--- config.mk ---
export PLATFORM = sky130hd
export DESIGN_NAME = pc_sequencer_flat
export DESIGN_NICKNAME = d
export VERILOG_FILES = /design/src/rtl/hack_pkg.sv /design/src/rtl/pc_sequencer_if.sv /design/src/rtl/pc_sequencer_jump_cond.sv /design/src/rtl/pc_sequencer.sv /design/src/flat_wrapper.sv
export SDC_FILE = /design/constraint.sdc
export NUM_CORES = 1
export LEC_CHECK = 0
export CORE_UTILIZATION = 30
export CTS_CLUSTER_SIZE = 25
export DETAILED_ROUTE_END_ITERATION = 10
export GPL_TIMING_DRIVEN = 0
export MAX_ROUTING_LAYER = met4
export PLACE_DENSITY = 0.73
export SYNTH_ARGS = -nofsm -noshare
export SYNTH_HDL_FRONTEND = slang
export SYNTH_SLANG_ARGS = --single-unit
--- constraint.sdc ---
create_clock -name clk -period 3 [get_ports clk]
set_input_delay 0.45 -clock clk [delete_from_list [all_inputs] [get_ports clk]]
set_output_delay 0.45 -clock clk [all_outputs]
set_load 0.1 [all_outputs]
--- src/rtl/hack_pkg.sv ---
// Shared encodings for the Hack control sequencer: FSM states and
// C-instruction field positions.
package hack_pkg;

  typedef enum logic [1:0] {
    ST_RST   = 2'd0,
    ST_FETCH = 2'd1,
    ST_EXEC  = 2'd2,
    ST_HALT  = 2'd3
  } state_e;

  localparam int CINSTR_BIT = 15;
  localparam int JMP_BITS_MSB = 2;
  localparam int JMP_BITS_LSB = 0;
  localparam logic [2:0] JMP_ALWAYS = 3'b111;

endpackage

--- src/rtl/pc_sequencer_if.sv ---
// Bundle of ROM handshake, ALU flags and PC control lines around the sequencer.
// The master side is the sequencer; the slave side is the surrounding CPU/ROM.
interface pc_sequencer_if;

  logic [15:0] instr;
  logic        instr_valid;
  logic        fetch_req;
  logic        zr;
  logic        ng;
  logic [15:0] a_reg;
  logic [15:0] pc_value;
  logic [15:0] pc_in;
  logic        pc_load;
  logic        pc_inc;
  logic        pc_reset;
  logic [15:0] ir;
  logic        halted;
  logic [15:0] retired;

  modport master (
    input  instr, instr_valid, zr, ng, a_reg, pc_value,
    output fetch_req, pc_in, pc_load, pc_inc, pc_reset, ir, halted, retired
  );

  modport slave (
    output instr, instr_valid, zr, ng, a_reg, pc_value,
    input  fetch_req, pc_in, pc_load, pc_inc, pc_reset, ir, halted, retired
  );

endinterface

--- src/rtl/pc_sequencer_jump_cond.sv ---
// Hack jump-condition decode: bit 2 = jump if negative, bit 1 = if zero,
// bit 0 = if strictly positive. A-instructions never jump.
module jump_cond (
  input  logic       is_c,
  input  logic [2:0] jmp,
  input  logic       zr,
  input  logic       ng,
  output logic       jump
);

  assign jump = is_c & ((jmp[2] & ng) | (jmp[1] & zr) | (jmp[0] & ~ng & ~zr));

endmodule

--- src/rtl/pc_sequencer.sv ---
// Fetch/execute sequencer producing the program counter's control inputs,
// with halt-idiom detection and a retired-instruction counter.
module pc_sequencer
  import hack_pkg::*;
#(
  parameter bit HALT_DETECT = 1'b1
) (
  input logic            clk,
  input logic            reset,
  pc_sequencer_if.master bus
);

  state_e      state_r;
  state_e      state_next_s;
  logic [15:0] ir_r;
  logic [15:0] retired_r;
  logic        jump_s;
  logic        halt_hit_s;
  logic        fetch_dec_s;
  logic        load_dec_s;
  logic        inc_dec_s;
  logic        rst_dec_s;

  jump_cond u_jump_cond (
    .is_c (ir_r[CINSTR_BIT]),
    .jmp  (ir_r[JMP_BITS_MSB:JMP_BITS_LSB]),
    .zr   (bus.zr),
    .ng   (bus.ng),
    .jump (jump_s)
  );

  // A self-jump (0;JMP to the current PC) can never make progress, so park.
  assign halt_hit_s = (HALT_DETECT == 1'b1) && jump_s
                      && (ir_r[JMP_BITS_MSB:JMP_BITS_LSB] == JMP_ALWAYS)
                      && (bus.a_reg == bus.pc_value);

  // State register
  always_ff @(posedge clk) begin
    if (reset) begin
      state_r <= ST_RST;
    end else begin
      state_r <= state_next_s;
    end
  end

  // Next-state and per-state PC control decode
  always_comb begin
    state_next_s = state_r;
    fetch_dec_s  = 1'b0;
    load_dec_s   = 1'b0;
    inc_dec_s    = 1'b0;
    rst_dec_s    = 1'b0;
    case (state_r)
      ST_RST: begin
        rst_dec_s    = 1'b1;
        state_next_s = ST_FETCH;
      end
      ST_FETCH: begin
        fetch_dec_s = 1'b1;
        if (bus.instr_valid) begin
          state_next_s = ST_EXEC;
        end else begin
          state_next_s = ST_FETCH;
        end
      end
      ST_EXEC: begin
        load_dec_s = jump_s;
        inc_dec_s  = ~jump_s;
        if (halt_hit_s) begin
          state_next_s = ST_HALT;
        end else begin
          state_next_s = ST_FETCH;
        end
      end
      ST_HALT: begin
        state_next_s = ST_HALT;
      end
      default: begin
        state_next_s = ST_RST;
      end
    endcase
  end

  // Instruction latch and retired counter
  always_ff @(posedge clk) begin
    if (reset) begin
      ir_r      <= 16'h0000;
      retired_r <= 16'h0000;
    end else begin
      if ((state_r == ST_FETCH) && bus.instr_valid) begin
        ir_r <= bus.instr;
      end
      if (state_r == ST_EXEC) begin
        retired_r <= retired_r + 16'd1;
      end
    end
  end

  // While reset is held the PC is cleared regardless of the state being left.
  assign bus.pc_reset  = reset | rst_dec_s;
  assign bus.fetch_req = ~reset & fetch_dec_s;
  assign bus.pc_load   = ~reset & load_dec_s;
  assign bus.pc_inc    = ~reset & inc_dec_s;
  assign bus.pc_in     = bus.a_reg;
  assign bus.ir        = ir_r;
  assign bus.retired   = retired_r;
  assign bus.halted    = (state_r == ST_HALT);

endmodule

--- src/flat_wrapper.sv ---
// flat-port wrapper written by rule: the top's interface ports become plain ports
module pc_sequencer_flat import hack_pkg::*;
#(
  parameter bit HALT_DETECT = 1'b1
)
  (clk, reset, bus_instr, bus_instr_valid, bus_zr, bus_ng, bus_a_reg, bus_pc_value, bus_fetch_req, bus_pc_in, bus_pc_load, bus_pc_inc, bus_pc_reset, bus_ir, bus_halted, bus_retired);
  pc_sequencer_if bus_i ();
  input logic clk;
  input logic reset;
  input wire logic [$bits(bus_i.instr)-1:0] bus_instr;
  input wire logic [$bits(bus_i.instr_valid)-1:0] bus_instr_valid;
  input wire logic [$bits(bus_i.zr)-1:0] bus_zr;
  input wire logic [$bits(bus_i.ng)-1:0] bus_ng;
  input wire logic [$bits(bus_i.a_reg)-1:0] bus_a_reg;
  input wire logic [$bits(bus_i.pc_value)-1:0] bus_pc_value;
  output wire logic [$bits(bus_i.fetch_req)-1:0] bus_fetch_req;
  output wire logic [$bits(bus_i.pc_in)-1:0] bus_pc_in;
  output wire logic [$bits(bus_i.pc_load)-1:0] bus_pc_load;
  output wire logic [$bits(bus_i.pc_inc)-1:0] bus_pc_inc;
  output wire logic [$bits(bus_i.pc_reset)-1:0] bus_pc_reset;
  output wire logic [$bits(bus_i.ir)-1:0] bus_ir;
  output wire logic [$bits(bus_i.halted)-1:0] bus_halted;
  output wire logic [$bits(bus_i.retired)-1:0] bus_retired;
  assign bus_i.instr = bus_instr;
  assign bus_i.instr_valid = bus_instr_valid;
  assign bus_i.zr = bus_zr;
  assign bus_i.ng = bus_ng;
  assign bus_i.a_reg = bus_a_reg;
  assign bus_i.pc_value = bus_pc_value;
  assign bus_fetch_req = bus_i.fetch_req;
  assign bus_pc_in = bus_i.pc_in;
  assign bus_pc_load = bus_i.pc_load;
  assign bus_pc_inc = bus_i.pc_inc;
  assign bus_pc_reset = bus_i.pc_reset;
  assign bus_ir = bus_i.ir;
  assign bus_halted = bus_i.halted;
  assign bus_retired = bus_i.retired;
  pc_sequencer #(.HALT_DETECT(HALT_DETECT)) u_core (.clk(clk), .reset(reset), .bus(bus_i));
endmodule
==> run_results.csv, run 1 <==
group,metric,value,unit
run_status,status,"finished clean",
timing,min_period,2.891,ns
timing,clock_skew,0.003795,ns
clocking,cts.clk_slew.worst_paths,0.06,ns
synth,synthXorXnorAreaFrac,12.76,%
route,drcViolationCount,0,
floorplan,die_area,6029,sq um
synth,synth_top_family_by_area,"simple AND/OR/NAND/NOR gates",
floorplan,core.rowCount,27,
critical_path,critPathRequiredTime,2.55,ns
placement,io_buffers,105,
synth,synth_compound_area_share,9.621,%
critical_path,worst_setup_path_end_kind,"primary output",
critical_path,worstSetupPathType,"in -> out",
timing,slew_headroom,33.78,%
synth,synth_warnings,0,
global_routing,grt_start_max_net_pins,11,
clocking,hold_buffers,0,
timing,finalCritPeriodShare,96.38,%
synth,postSynth.asyncResetShare,0,%
clocking,cts_setup_buffers,0,
synth,syn_area,1717,sq um
critical_path,crit_chain,"clkdlybuf4s50_1 > nor3b_1 > o21ai_0 > nor3_2 > dlygate4sd2_1",
power,static-leakage-power,1.093,nW
synth,synth.area.mux_share,0.6560,%
flow_run,maxCapViolations,0,
synth,synth-simple-area-share,26.24,%
min_path,hp-class,"reg -> reg",
floorplan,core-area,5507,sq um
critical_path,cpPeakStageDelay,0.88,ns
clocking,cts_tree,"yes",
synth,postSynthAreaPerCell,8.333,sq um
critical_path,slowest_stage,"dlygate4sd2_1",
final_layout,stdcell_area,2958,sq um
synth,ys.flop_type,"dfxtp_1",
clocking,cts_root_buf,"clkbuf_8",
synth,synth_seq_cells,34,
route,dr.pass1.iters,4,
final_layout,final_cell_count_no_fill,389,
global_routing,grt_pass1_vias,1692,
global_routing,antenna_found_initial,0,
critical_path,worstSetupStartpointType,"input pin",
synth,synth-seq-area-share,39.65,%
critical_path,arrival,2.44,ns
route,drtAntennaViolNets,0,
final_layout,final_cell_mix,"102 x clkdlybuf4s50_1, 37 x nand2_1, 34 x dfxtp_1",
clocking,cts_buffer_depth,2,
synth,synth-edff-count,0,
final_layout,drive_above_1_share,10.41,%
critical_path,path_delay_family,"buffers and inverters",
power,p_per_area,395.6,nW/um^2
placement,pre_cts_ws,-0.4309,ns
route,vias,1755,
placement,place_area,2873,sq um
synth,synthCells,206,
timing,slew_viol_final,0,
floorplan,chipWidth,77.65,um
power,power,1.170,mW
critical_path,worst-path-buf-inv,2,
floorplan,die_y,77.65,um
clocking,cts_sinks,34,
final_layout,layout.nets,372,
power,worst_ir_drop_vdd,0.2817,mV
route,drt-initial-drc-count,60,
floorplan,start_util,31.17,%
synth,synthAdderAreaFrac,0.7289,%
clocking,insertion_delay,0.28,ns
clocking,cts_buffers,5,
synth,synth.distinct_cells,34,
final_layout,synthToLayoutAreaGrowth,72.30,%
clocking,htree_levels,2,
timing,finalSetupViolCount,0,
timing,worstMarginPinSlew,0.9903,ns
placement,place_congestion,0.7629,
timing,final_hold_viol_count,0,
timing,holdWs,0.4556,ns
floorplan,io-pin-count,106,
route,viasPerCell,4.512,
timing,rsz0062_at_grt,"no",
synth,synth_nets,260,
placement,dp_cells,383,
global_routing,track_usage,16.44,%
critical_path,cp_max_fo,3,
global_routing,grt_overflow,0,
final_layout,num_antenna_cells,0,
timing,fmax,345.9,MHz
timing,layout_setup_ws,0.1087,ns
route,wire_per_inst,11.87,um
route,wl,4616,um
placement,place_hpwl,3691,um
final_layout,final_common_cell,"clkdlybuf4s50_1",
global_routing,grt_pass1_wl,7652,um
==> cells by family (layout without fill, tap and decap cells) <==
family / count (synthesis) / count (layout)
simple gates: 86 / 86
flops: 34 / 34
compound gates: 31 / 31
buf+inv: 28 / 139
xor+xnor: 25 / 25
fa+ha+maj: 1 / 1
mux: 1 / 1
==> flip-flops by register name, summed over array words and instances (netlist names) <==
signal              count
u_core.bus.ir          16
u_core.bus.retired     16
u_core.state_r          2
==> cells in the mapped netlist (3+ instances only) <==
| cell | number | area [sq um] |
|---|---|---|
| nand3_1 | 6 | 30.03 |
| a21oi_1 | 22 | 110.1 |
| o21ai_0 | 6 | 30.03 |
| xor2_1 | 8 | 70.07 |
| buf_4 | 17 | 127.6 |
| or3_1 | 5 | 31.28 |
| dfxtp_1 | 34 | 680.7 |
| clkbuf_1 | 5 | 18.77 |
| nor3b_1 | 3 | 22.52 |
| xnor2_1 | 17 | 148.9 |
| nor2_1 | 12 | 45.04 |
| inv_1 | 3 | 11.26 |
| nand4_1 | 6 | 37.54 |
| nand2_1 | 37 | 138.9 |
==> stage by stage <==
stage          setup TNS (ns)  utilization (%)
2_1_floorplan        -0.02797                -
3_3_place_gp          -0.4967            52.17
3_5_place_dp          -0.5820            52.17
4_1_cts                     0            53.67
5_1_grt                     0            53.72
6_report                    0            53.72
==> power by group <==
group	switching [mW]	leakage (nW)	internal (mW)	total, mW
logic	0.234	0.774	0.137	0.371
clock network	0.151	0.0431	0.177	0.328
registers	0.00871	0.276	0.463	0.472
total	0.393	1.09	0.777	1.17
==> final timing paths <==
kind / from / endpoint / slack (ns) / depth (start not counted)
min reg2reg: u_core.bus.ir[5] / u_core.bus.ir[5] / 0.46 / 2
min: u_core.bus.ir[5] / u_core.bus.ir[5] / 0.46 / 2
max: bus_ng / bus_pc_load / 0.11 / 5
max reg2reg: u_core.bus.retired[4] / u_core.bus.retired[15] / 1.34 / 4
==> layer usage <==
layer  wire (um)  global-route usage, %  vias to the layer above  part of all wire, %
met5           0                      -                        -                    0
met4          45                  4.717                        0                 0.97
met3         261                  4.471                        5                  5.7
met2        2269                  27.43                       60                   49
met1        2038                  19.29                      795                   44
li1            -                      -                      895                    -
==> area by class of cell <==
type / count / area, sq um
Tap cell: 72 / 90.09
Fill cell: 523 / 2549
Buffer: 25 / 166.4
Multi-Input combinational cell: 144 / 873.3
Inverter: 3 / 11.26
Sequential cell: 34 / 680.7
Timing Repair Buffer: 105 / 1054
Clock buffer: 6 / 82.58
==> worst min-delay path: stages (launching register included) <==
cell	delay, ns
dfxtp_1	0.31
nand2_1	0.05
a21oi_1	0.05
==> repair_timing <==
action	in CTS	in global routing
resized for setup	4	1
endpoints found under the setup margin	2	1
cloned	0	0
No activity file was read; power rests on OpenSTA's default activity.
==> run 2, diff against run 1 <==
--- a/config.mk
+++ b/config.mk
@@ -11,6 +11,7 @@
 export GPL_TIMING_DRIVEN = 0
 export MAX_ROUTING_LAYER = met4
 export PLACE_DENSITY = 0.73
+export RECOVER_POWER = 50
 export SYNTH_ARGS = -nofsm -noshare
 export SYNTH_HDL_FRONTEND = slang
 export SYNTH_SLANG_ARGS = --single-unit
==> run_results.csv, run 2 (same netlist as run 1, synthesis figures left out) <==
group,metric,value,unit
run_status,status,"finished clean",
placement,place_area,2873,sq um
clocking,cts_buffer_depth,2,
global_routing,grt_start_max_net_pins,11,
timing,finalCritPeriodShare,96.06,%
critical_path,cp_max_fo,3,
global_routing,grt_pass1_vias,1692,
clocking,cts_sinks,34,
critical_path,worstSetupStartpointType,"input pin",
clocking,cts_root_buf,"clkbuf_8",
final_layout,multi_input_area,858.3,sq um
power,p_per_area,399.2,nW/um^2
timing,worstMarginPinSlew,1.000,ns
clocking,insertion_delay,0.28,ns
flow_run,maxCapViolations,0,
global_routing,grt_overflow,0,
critical_path,arrival,2.43,ns
final_layout,drive_above_1_share,9.464,%
final_layout,seqCellArea,680.7,sq um
timing,slew_viol_final,0,
global_routing,antenna_found_initial,0,
floorplan,die_area,6029,sq um
route,dr.pass1.iters,5,
timing,final_hold_viol_count,0,
critical_path,worstSetupPathType,"in -> out",
timing,slew_headroom,33.10,%
critical_path,rrSetupSlack,0.99,ns
floorplan,start_util,31.17,%
floorplan,core-area,5507,sq um
floorplan,core.rowCount,27,
placement,place_hpwl,3691,um
clocking,cts_buffers,5,
timing,rsz0062_at_grt,"no",
route,drcViolationCount,0,
global_routing,track_usage,16.44,%
route,drtAntennaViolNets,0,
final_layout,finish.utilization,53.28,%
timing,clock_skew,0.004958,ns
power,worst_ir_drop_vdd,0.2827,mV
route,vias,1749,
floorplan,die_y,77.65,um
final_layout,stdcell_area,2934,sq um
timing,fmax,347.0,MHz
final_layout,synthToLayoutAreaGrowth,70.92,%
min_path,hp-class,"reg -> reg",
clocking,cts_setup_buffers,0,
route,drt-initial-drc-count,68,
final_layout,final_cell_mix,"91 x clkdlybuf4s50_1, 37 x nand2_1, 34 x dfxtp_1",
final_layout,num_antenna_cells,0,
final_layout,layout.nets,372,
final_layout,final_common_cell,"clkdlybuf4s50_1",
route,wl,4626,um
final_layout,fill_cells,526,
power,static-leakage-power,1.095,nW
critical_path,worst_setup_path_end_kind,"primary output",
clocking,hold_buffers,0,
floorplan,io-pin-count,106,
global_routing,grt_pass1_wl,7652,um
critical_path,critPathRequiredTime,2.55,ns
clocking,cts_tree,"yes",
clocking,htree_levels,2,
placement,place_congestion,0.7629,
timing,finalSetupViolCount,0,
placement,io_buffers,105,
timing,fin_setup_tns,0,ns
floorplan,chipWidth,77.65,um
route,viasPerCell,4.496,
route,wire_per_inst,11.89,um
timing,min_period,2.882,ns
clocking,cts.clk_slew.worst_paths,0.06,ns
run 2: cell count changes in the layout (fill, tap and decap cells not counted), sizes merged:
cell / before / now
clkdlybuf4s50: 102 / 91
clkbuf: 11 / 14
buf: 20 / 17
dlygate4sd3: 0 / 11
run 2: worst max-delay path: stages:
cell and delay (ns):
clkdlybuf4s50_1 0.42, nor3b_1 0.19, o21ai_0 0.22, nor3_2 0.27, dlygate4sd2_1 0.88
run 2: area by class of cell:
class	count	share of cell area, %
buffer	25	5.373
inverter	3	0.3838
sequential	34	23.20
timing repair buffer	105	35.91
multi-input combinational	144	29.25
tap	72	3.070
clock buffer	6	2.815
run 2: worst paths after layout:
| path | endpoint | from | cells after the start |
|---|---|---|---|
| worst max-delay path | bus_pc_load | bus_ng | 5 |
| worst min-delay path | u_core.bus.ir[5] | u_core.bus.ir[5] | 2 |
| worst max register to register | u_core.bus.retired[15] | u_core.state_r[1] | 5 |
| worst min register to register | u_core.bus.ir[5] | u_core.bus.ir[5] | 2 |
run 2: through the flow:
step / instances / total power [mW] / setup slack, ns / hold WS (ns)
after floorplan: 206 / 0.7225 / -0.02797 / 0.4462
after global placement: 383 / 0.8517 / -0.3925 / 0.4425
after detailed placement: 383 / 0.8538 / -0.4309 / 0.4481
after CTS: 389 / 1.183 / 0.05020 / 0.4558
after global routing: 389 / 1.221 / 0.01150 / 0.4765
final: 389 / 1.171 / 0.1181 / 0.4523
run 2: report_power, final:
part / internal [mW] / switching, mW / total [mW]
sequential: 0.463 / 0.00853 / 0.472
combinational: 0.134 / 0.234 / 0.368
clock: 0.177 / 0.155 / 0.332
total: 0.774 / 0.397 / 1.17
run 2: repair_timing:
item	CTS	global route
endpoints found under the setup margin	2	1
gates cloned	0	0
resized for setup	4	1
run 2: per-layer routing:
metal | part of all wire [%] | vias up | track usage [%] | wire [um]
li1 | - | 895 | - | -
met1 | 44 | 794 | 19.29 | 2055
met2 | 49 | 55 | 27.43 | 2280
met3 | 5.3 | 5 | 4.471 | 245
met4 | 0.97 | 0 | 4.717 | 45
met5 | 0 | - | - | 0
